File: config.mk
export PLATFORM = sky130hd
export DESIGN_NAME = mul_pcpi_ctrl
export DESIGN_NICKNAME = d
export VERILOG_FILES = /design/src/rtl/mul_pcpi_ctrl.sv
export SDC_FILE = /design/constraint.sdc
export NUM_CORES = 1
export LEC_CHECK = 0
export CAP_MARGIN = 10
export CORE_MARGIN = 3
export CORE_UTILIZATION = 30
export CTS_CLUSTER_DIAMETER = 30
export DETAILED_ROUTE_END_ITERATION = 16
export PLACE_DENSITY_LB_ADDON = 0.1
export SETUP_SLACK_MARGIN = 0.05
export SLEW_MARGIN = 20
export SYNTH_ARGS = -nofsm -noshare
export SYNTH_HDL_FRONTEND = slang
export SYNTH_SLANG_ARGS = --single-unit
File: constraint.sdc
create_clock -name clk -period 2.2 [get_ports clk]
set_input_delay 0.44 -clock clk [delete_from_list [all_inputs] [get_ports clk]]
set_output_delay 0.44 -clock clk [all_outputs]
set_load 0.005 [all_outputs]
File: src/rtl/mul_pcpi_ctrl.sv
// Purpose : PCPI front-end for the M-extension multiplies (MUL/MULH/MULHSU/MULHU).
//           Decodes the instruction, registers the operands for the multiplier and returns the selected result half.
// Latency : ready/wr pulse MUL_LATENCY+1 cycles after the cycle in which the instruction is accepted.
// Backpr. : one instruction at a time; new work is only taken in IDLE. Dropping pcpi_valid during CALC aborts the instruction.
//
// Ports:
//   clk, resetn                    clock, asynchronous active-low reset
//   pcpi_valid/insn/rs1/rs2        co-processor request from the core
//   pcpi_wr/rd/wait/ready          co-processor response to the core
//   mul_rs1/mul_rs2                registered operands to the multiplier
//   mul_operands_sign              operand sign mode for the multiplier
//   mul_res                        full 2*WIDTH product returned by the multiplier

package mul_pcpi_ctrl_pkg;
    typedef enum logic [1:0] {
        RS1_RS2_UNSIGNED = 2'b00,
        RS1_SIGNED       = 2'b01,
        RS1_RS2_SIGNED   = 2'b10
    } op_sign_t;
endpackage

module mul_pcpi_ctrl
    import mul_pcpi_ctrl_pkg::*;
#(
    parameter int WIDTH       = 32,
    parameter int MUL_LATENCY = 1
) (
    input  logic               clk,
    input  logic               resetn,
    input  logic               pcpi_valid,
    input  logic [31:0]        pcpi_insn,
    input  logic [WIDTH-1:0]   pcpi_rs1,
    input  logic [WIDTH-1:0]   pcpi_rs2,
    output logic               pcpi_wr,
    output logic [WIDTH-1:0]   pcpi_rd,
    output logic               pcpi_wait,
    output logic               pcpi_ready,
    output logic [WIDTH-1:0]   mul_rs1,
    output logic [WIDTH-1:0]   mul_rs2,
    output op_sign_t           mul_operands_sign,
    input  logic [2*WIDTH-1:0] mul_res
);

    localparam int CW = (MUL_LATENCY < 1) ? 1 : $clog2(MUL_LATENCY + 1);

    typedef enum logic [1:0] {
        IDLE = 2'b00,
        CALC = 2'b01,
        RESP = 2'b10
    } state_t;

    state_t          state_q, state_d;
    logic [CW-1:0]   cnt_q, cnt_d;
    logic [2:0]      funct3_q;
    logic            insn_match;
    logic            accept;

    // Register-number and rd fields play no part in the decision.
    logic unused_insn_bits;
    assign unused_insn_bits = ^{pcpi_insn[24:15], pcpi_insn[11:7]};

    // bit 14 clear excludes the divide group that shares this opcode/funct7
    assign insn_match = (pcpi_insn[6:0] == 7'b0110011) &&
                        (pcpi_insn[31:25] == 7'b0000001) &&
                        !pcpi_insn[14];

    always_ff @(posedge clk or negedge resetn) begin
        if (!resetn) begin
            state_q  <= IDLE;
            cnt_q    <= '0;
            funct3_q <= 3'b000;
            mul_rs1  <= '0;
            mul_rs2  <= '0;
        end else begin
            state_q <= state_d;
            cnt_q   <= cnt_d;
            if (accept) begin
                funct3_q <= pcpi_insn[14:12];
                mul_rs1  <= pcpi_rs1;
                mul_rs2  <= pcpi_rs2;
            end
        end
    end

    always_comb begin
        state_d = state_q;
        cnt_d   = cnt_q;
        accept  = 1'b0;
        case (state_q)
            IDLE: begin
                if (pcpi_valid && insn_match) begin
                    accept  = 1'b1;
                    cnt_d   = CW'(MUL_LATENCY);
                    state_d = CALC;
                end
            end
            CALC: begin
                if (!pcpi_valid) begin
                    // core withdrew the instruction: abandon without a response
                    cnt_d   = '0;
                    state_d = IDLE;
                end else begin
                    cnt_d = cnt_q - CW'(1);
                    if (cnt_q == CW'(1)) begin
                        state_d = RESP;
                    end
                end
            end
            RESP:    state_d = IDLE;
            default: state_d = IDLE;
        endcase
    end

    always_comb begin
        case (funct3_q[1:0])
            2'b01:   mul_operands_sign = RS1_RS2_SIGNED;
            2'b10:   mul_operands_sign = RS1_SIGNED;
            default: mul_operands_sign = RS1_RS2_UNSIGNED;
        endcase
    end

    assign pcpi_wait  = (state_q == CALC);
    assign pcpi_ready = (state_q == RESP);
    assign pcpi_wr    = (state_q == RESP);

    always_comb begin
        pcpi_rd = '0;
        if (state_q == RESP) begin
            pcpi_rd = (funct3_q == 3'b000) ? mul_res[WIDTH-1:0] : mul_res[2*WIDTH-1:WIDTH];
        end
    end

endmodule

# After elaboration in Yosys (flattened, before gate mapping)
# Index checks and enable logic that the tools add are counted.
word_totals:
  regBits: 70
  in_bits: 163
  output_inout_bits: 101
  wordCells: 35
op_classes:
  addsub: 1
  n_eq_ne: 8
  muxes: 12
  reduce_logical: 9
op_table:
  columns: ["cell", "count"]
  rows:
  - ["$mux 32", 2]
  - ["$pmux 2 s2", 2]
  - ["$eq 7x1->1 const B", 1]
  - ["$eq 7x6->1 const B", 1]
  - ["$mux 2", 3]
  - ["$eq 2x1->1 const B", 2]
  - ["$eq 2x2->1 const B", 2]
  - ["$mux 1", 4]
  - ["$reduce_and 2->1", 2]
  - ["$logic_and 1x1->1", 3]
  - ["$logic_not 3->1", 1]
  - ["$ne 3x2->1 const B", 1]
  - ["$logic_not 2->1", 1]
  - ["$ne 2x2->1 const B", 1]
  - ["$pmux 1 s2", 1]
  - ["$reduce_bool 2->1", 1]
  - ["$logic_not 1->1", 1]
  - ["$sub 1x1->1 const B", 1]

# Logic depth before layout (Yosys ltp)
logic_depth:
  ltp_word: 6
  depth_mapped: 6
  ltp_nobuf: 4

# Worst setup path before layout
# Ideal clock, no wire load.
synth_timing:
  kind: "input-to-reg"
  start: "input port pcpi_insn[3]"
  end: "register mul_rs2[18]"
  setup_ns: 0.127
  t_arrival_ns: 1.748
  t_required_ns: 2.073
  setup_slack_ns: 0.324
  cell_stages: 6
  path_buffers: 2
  cell_sequence: "nor4b_1 -> nand3_1 -> nor4_4 -> buf_4 -> buf_6 -> mux2_1"
synth_between:
  elab_chain_len: 6
synth_lines:
  columns: ["item", "line_no", "rtl"]
  rows:
  - ["start, declared", "31", "input logic [31:0] pcpi_insn,"]
  - ["$eq 7x6->1", "63", "assign insn_match = (pcpi_insn[6:0] == 7'b0110011) &&"]
  - ["$logic_and 1x1->1", "63", null]
  - ["$logic_and 1x1->1", "64", "(pcpi_insn[31:25] == 7'b0000001) &&"]
  - ["$logic_and 1x1->1", "91", "if (pcpi_valid && insn_match) begin"]
  - ["$mux 1", "91", null]
  - ["$mux 1", "89", "case (state_q)"]
  - ["end signal, assigned", "80", "mul_rs2 <= pcpi_rs2;"]
  - ["end, declared", "39", "output logic [WIDTH-1:0] mul_rs2,"]
# Every way passes these cells.
# A chain may end at the register's enable or synchronous reset.

# Worst setup path in the final report
layout_timing:
  start: "register funct3_q[1]"
  end: "output port pcpi_rd[20]"
layout_between:
  elab_chain_len: 3
layout_lines:
  columns: ["item", "line_no", "rtl"]
  rows:
  - ["start, declared", "54", "logic [2:0] funct3_q;"]
  - ["start signal, assigned", "78", "funct3_q <= pcpi_insn[14:12];"]
  - ["$logic_not 3->1", "129", "pcpi_rd = (funct3_q == 3'b000) ? mul_res[WIDTH-1:0] : mul_res[2*WIDTH-1:WIDTH];"]
  - ["$mux 32", "129", null]
  - ["$mux 32", "128", "if (state_q == RESP) begin"]
  - ["end, declared", "35", "output logic [WIDTH-1:0] pcpi_rd,"]
# Every way passes these cells.

==> summary.txt <==
Synthesis
  • Synth Warn #: 0
  • Number of nets in the synthesized netlist: 434
  • Number of distinct library cells after synthesis: 23
  • Number of synthesized flops with an enable pin: 0
  • Number of instances in the synthesized netlist: 271
  • Register bit count reported by yosys: 70
  • Mean post-synth cell area: 11.5 µm²
  • Ys async rst share: 1.00
  • Synthesized area: approximately 0.0031 mm²
  • Leading register cell type out of synthesis: sky130_fd_sc_hd__dfrtp_1
  • Share of the yosys chip area belonging to registers: 0.560

Floorplan
  • Starting density of the core: 0.314
  • DIE HEIGHT: roughly 110 µm
  • Number of primary I/O pins: 264
  • CORE AREA: 0.00995 mm²
  • DIE AREA: 0.0117 mm²
  • Row count: 36
  • Width of the die: 108 µm

Finish
  • Nets@finish: 705
  • Final Non-Filler Cells: ~680
  • ANT cells: 0
  • Area growth from synthesis to final layout: 103%
  • Layout cells sized above 1: 0.348
  • Fraction of the core area covered by cells at the end of the flow: 0.638

Worst setup path
  • CP Data Arrival Time: 1.77 ns
  • Critical path endpoint category: output pin
  • CP Launch Type: flop
  • WS Path Type: flop to output pin
  • Crit Path Max Fanout: 5
  • Worst endpoint required time: 1.76 ns
  • Worst setup slack for register-to-register paths: 0.58 ns

STA
  • Setup repair after global routing missed its margin: true
  • Setup slack after layout: -0.00677 ns
  • Worst slew pin tran: 0.593 ns
  • Post-Route Skew: 0.00733 ns
  • Max-slew violations: 0
  • Peak Freq: 0.453 GHz
  • Final hold vios: 0
  • Minimum clock period: 2.21 ns
  • Normalized max-slew margin: 0.605
  • Fraction of the cycle the final worst path needs: 1.00
  • Total negative slack for setup checks: -0.00677 ns
  • Count of final setup violators: 1
  • Worst Hold Margin: 0.0966 ns

Run status
  • Outcome: complete, but fails checks
  • Violations in the final reports: setup timing

Routing
  • Wirelength, routed: 11.6 mm
  • Via Count: ~3.2k
  • Routed via count divided by cell count: 4.64
  • Detail Route met2 WL: 6.23 mm
  • DR DRC count: 0
  • Highest routed layer: met4
  • Routed length on met1: 3.92 mm
  • Pre-Repair DR Iteration Count: 4
  • Detailed-route wire length per cell: 17.1 µm
  • Total met3 wirelength after detailed routing: 1.34 mm
  • Number of violations reported at the end of detailed-routing iteration 0: 72
  • Final antenna-violating net count: 0

Placement
  • Total placed cells including tap cells: 648
  • IO buf count: about 250
  • Half-perimeter wire length after placement: 8.65 mm
  • Weighted congestion reported at the end of routability-driven placement: 0.653
  • Worst slack, placed: -0.188 ns

Power
  • Worst-case vdd ir drop: between 0.0003 and 0.0004 V
  • Static Leak: 0.00297 µW
  • Pwr per Cell Area: 391 mW/mm²

Clock network
  • Clock latency reported for the late side of the worst-skew pair: 0.34 ns
  • TritonCTS clock tree: built
  • Number of sinks driven by the clock tree: 70
  • Depth of the CTS H-tree: 3
  • Clock-pin slew of the registers on the worst-case setup and hold paths: 0.08 ns
  • Buffer cell driving the clock tree root: sky130_fd_sc_hd__clkbuf_8
  • Deepest clock path buffer count: 2
  • Total CTS buffers: 9

GRT
  • Wire length of the first global-routing pass: 17.1 mm
  • Overall overflow remaining after global route: 0
  • Total routing resource utilization after global routing: 0.191
  • Number of global-route vias before repair: around 3.3k
  • Maximum number of pins on one net before global-route repair: 27
  • Number of antenna violations at the first check in global routing: 0

Run
  • Number of violations of the max-capacitance limit: 0

Min path
  • Class of the worst hold path: primary input to asynchronous set/reset pin
## cell usage after synthesis, types with 2 or more instances
cell type | number | share of area
sky130_fd_sc_hd__clkbuf_1 | 11 | 0.013
sky130_fd_sc_hd__nand2_1 | 64 | 0.077
sky130_fd_sc_hd__dfrtp_1 | 70 | 0.56
sky130_fd_sc_hd__a21oi_1 | 32 | 0.051
sky130_fd_sc_hd__nor4b_1 | 2 | 0.0056
sky130_fd_sc_hd__buf_4 | 2 | 0.0048
sky130_fd_sc_hd__buf_2 | 5 | 0.0080
sky130_fd_sc_hd__inv_1 | 3 | 0.0036
sky130_fd_sc_hd__mux2_2 | 59 | 0.21
sky130_fd_sc_hd__nor2b_1 | 4 | 0.0080
sky130_fd_sc_hd__mux2_1 | 7 | 0.025
## through the flow
stage / area [µm²] / power [µW]
floorplan: 3130 / 1330
global placement: 5900 / 1620
detailed placement: 5900 / 1630
CTS: 6190 / 2510
global route: 6350 / 2610
finish: 6350 / 2480
## cell families after synthesis
logic type | share of synthesized area
flip-flops | 0.560
multiplexers | 0.238
AND/OR/NAND/NOR | 0.110
AO/OA/AOI/OAI | 0.0584
buffers and inverters | 0.0332
## critical path, stage by stage (launching register included)
cell and delay (ns):
sky130_fd_sc_hd__dfrtp_1 0.39, sky130_fd_sc_hd__buf_6 0.12, sky130_fd_sc_hd__or3_4 0.37, sky130_fd_sc_hd__buf_12 0.16, sky130_fd_sc_hd__buf_12 0.13, sky130_fd_sc_hd__nand2_1 0.07, sky130_fd_sc_hd__a21oi_1 0.07, sky130_fd_sc_hd__buf_2 0.13
## metal layers
metal / vias to the layer above / GRT usage
li1: 1466 / -
met1: 1515 / 0.186
met2: 156 / 0.362
met3: 13 / 0.0854
met4: 0 / 0.0514
met5: - / 0
## power breakdown
part | leakage (µW) | switching, µW | total [µW] | internal (µW)
clock network | 0.0000752 | 463 | 862 | 399
registers | 0.000975 | 0.470 | 1290 | 1290
logic | 0.00192 | 86.5 | 333 | 246
total | 0.00297 | 550 | 2480 | 1930
## layout make-up
cell class | count | area, µm²
fill | 792 | 3600
timing repair buffer | 279 | 2770
sequential | 70 | 1750
multi-input combinational | 179 | 1490
tap | 133 | 166
clock buffer | 11 | 131
clock inverter | 4 | 25.0
inverter | 3 | 11.3
## state kept, by name, summed over array words and instances (netlist names)
register,cells
funct3_q,3
state_q,2
mul_rs1,32
mul_rs2,32
cnt_q,1
## cell usage in the layout, fill, tap and decap left out, drive strengths merged
cell	instances
nor4b	2
nor3	1
mux2	66
nor4	2
nand3	1
dlygate4sd2	2
clkbuf	12
nand2b	1
nor2b	4
inv	3
or3	1
buf	63
dfrtp	70
a21oi	32
o21ai	1
a31o	1
nand4	1
clkinvlp	2
and3	1
clkinv	2
nand2	64
o31a	1
clkdlybuf4s50	213
## final timing paths
kind / cells past startpoint / endpoint / from
worst max-delay path: 7 / pcpi_rd[20] / funct3_q[1]
worst min-delay path: 1 / mul_rs1[16] / resetn
worst max register to register: 5 / mul_rs2[2] / state_q[0]
worst min register to register: 1 / mul_rs2[24] / mul_rs2[24]
max in group asynchronous: 2 / mul_rs1[11] / resetn
min in group clk: 1 / mul_rs2[24] / mul_rs2[24]
## timing repair
item / CTS / global route
endpoints found under the setup margin: 34 / 36
resized for setup: 154 / 51
setup buffers: 13 / 3
gates cloned: 4 / 1
hold buffers: 0 / 0
pin swaps: 5 / 23
Power figures use the tool's default switching activity.
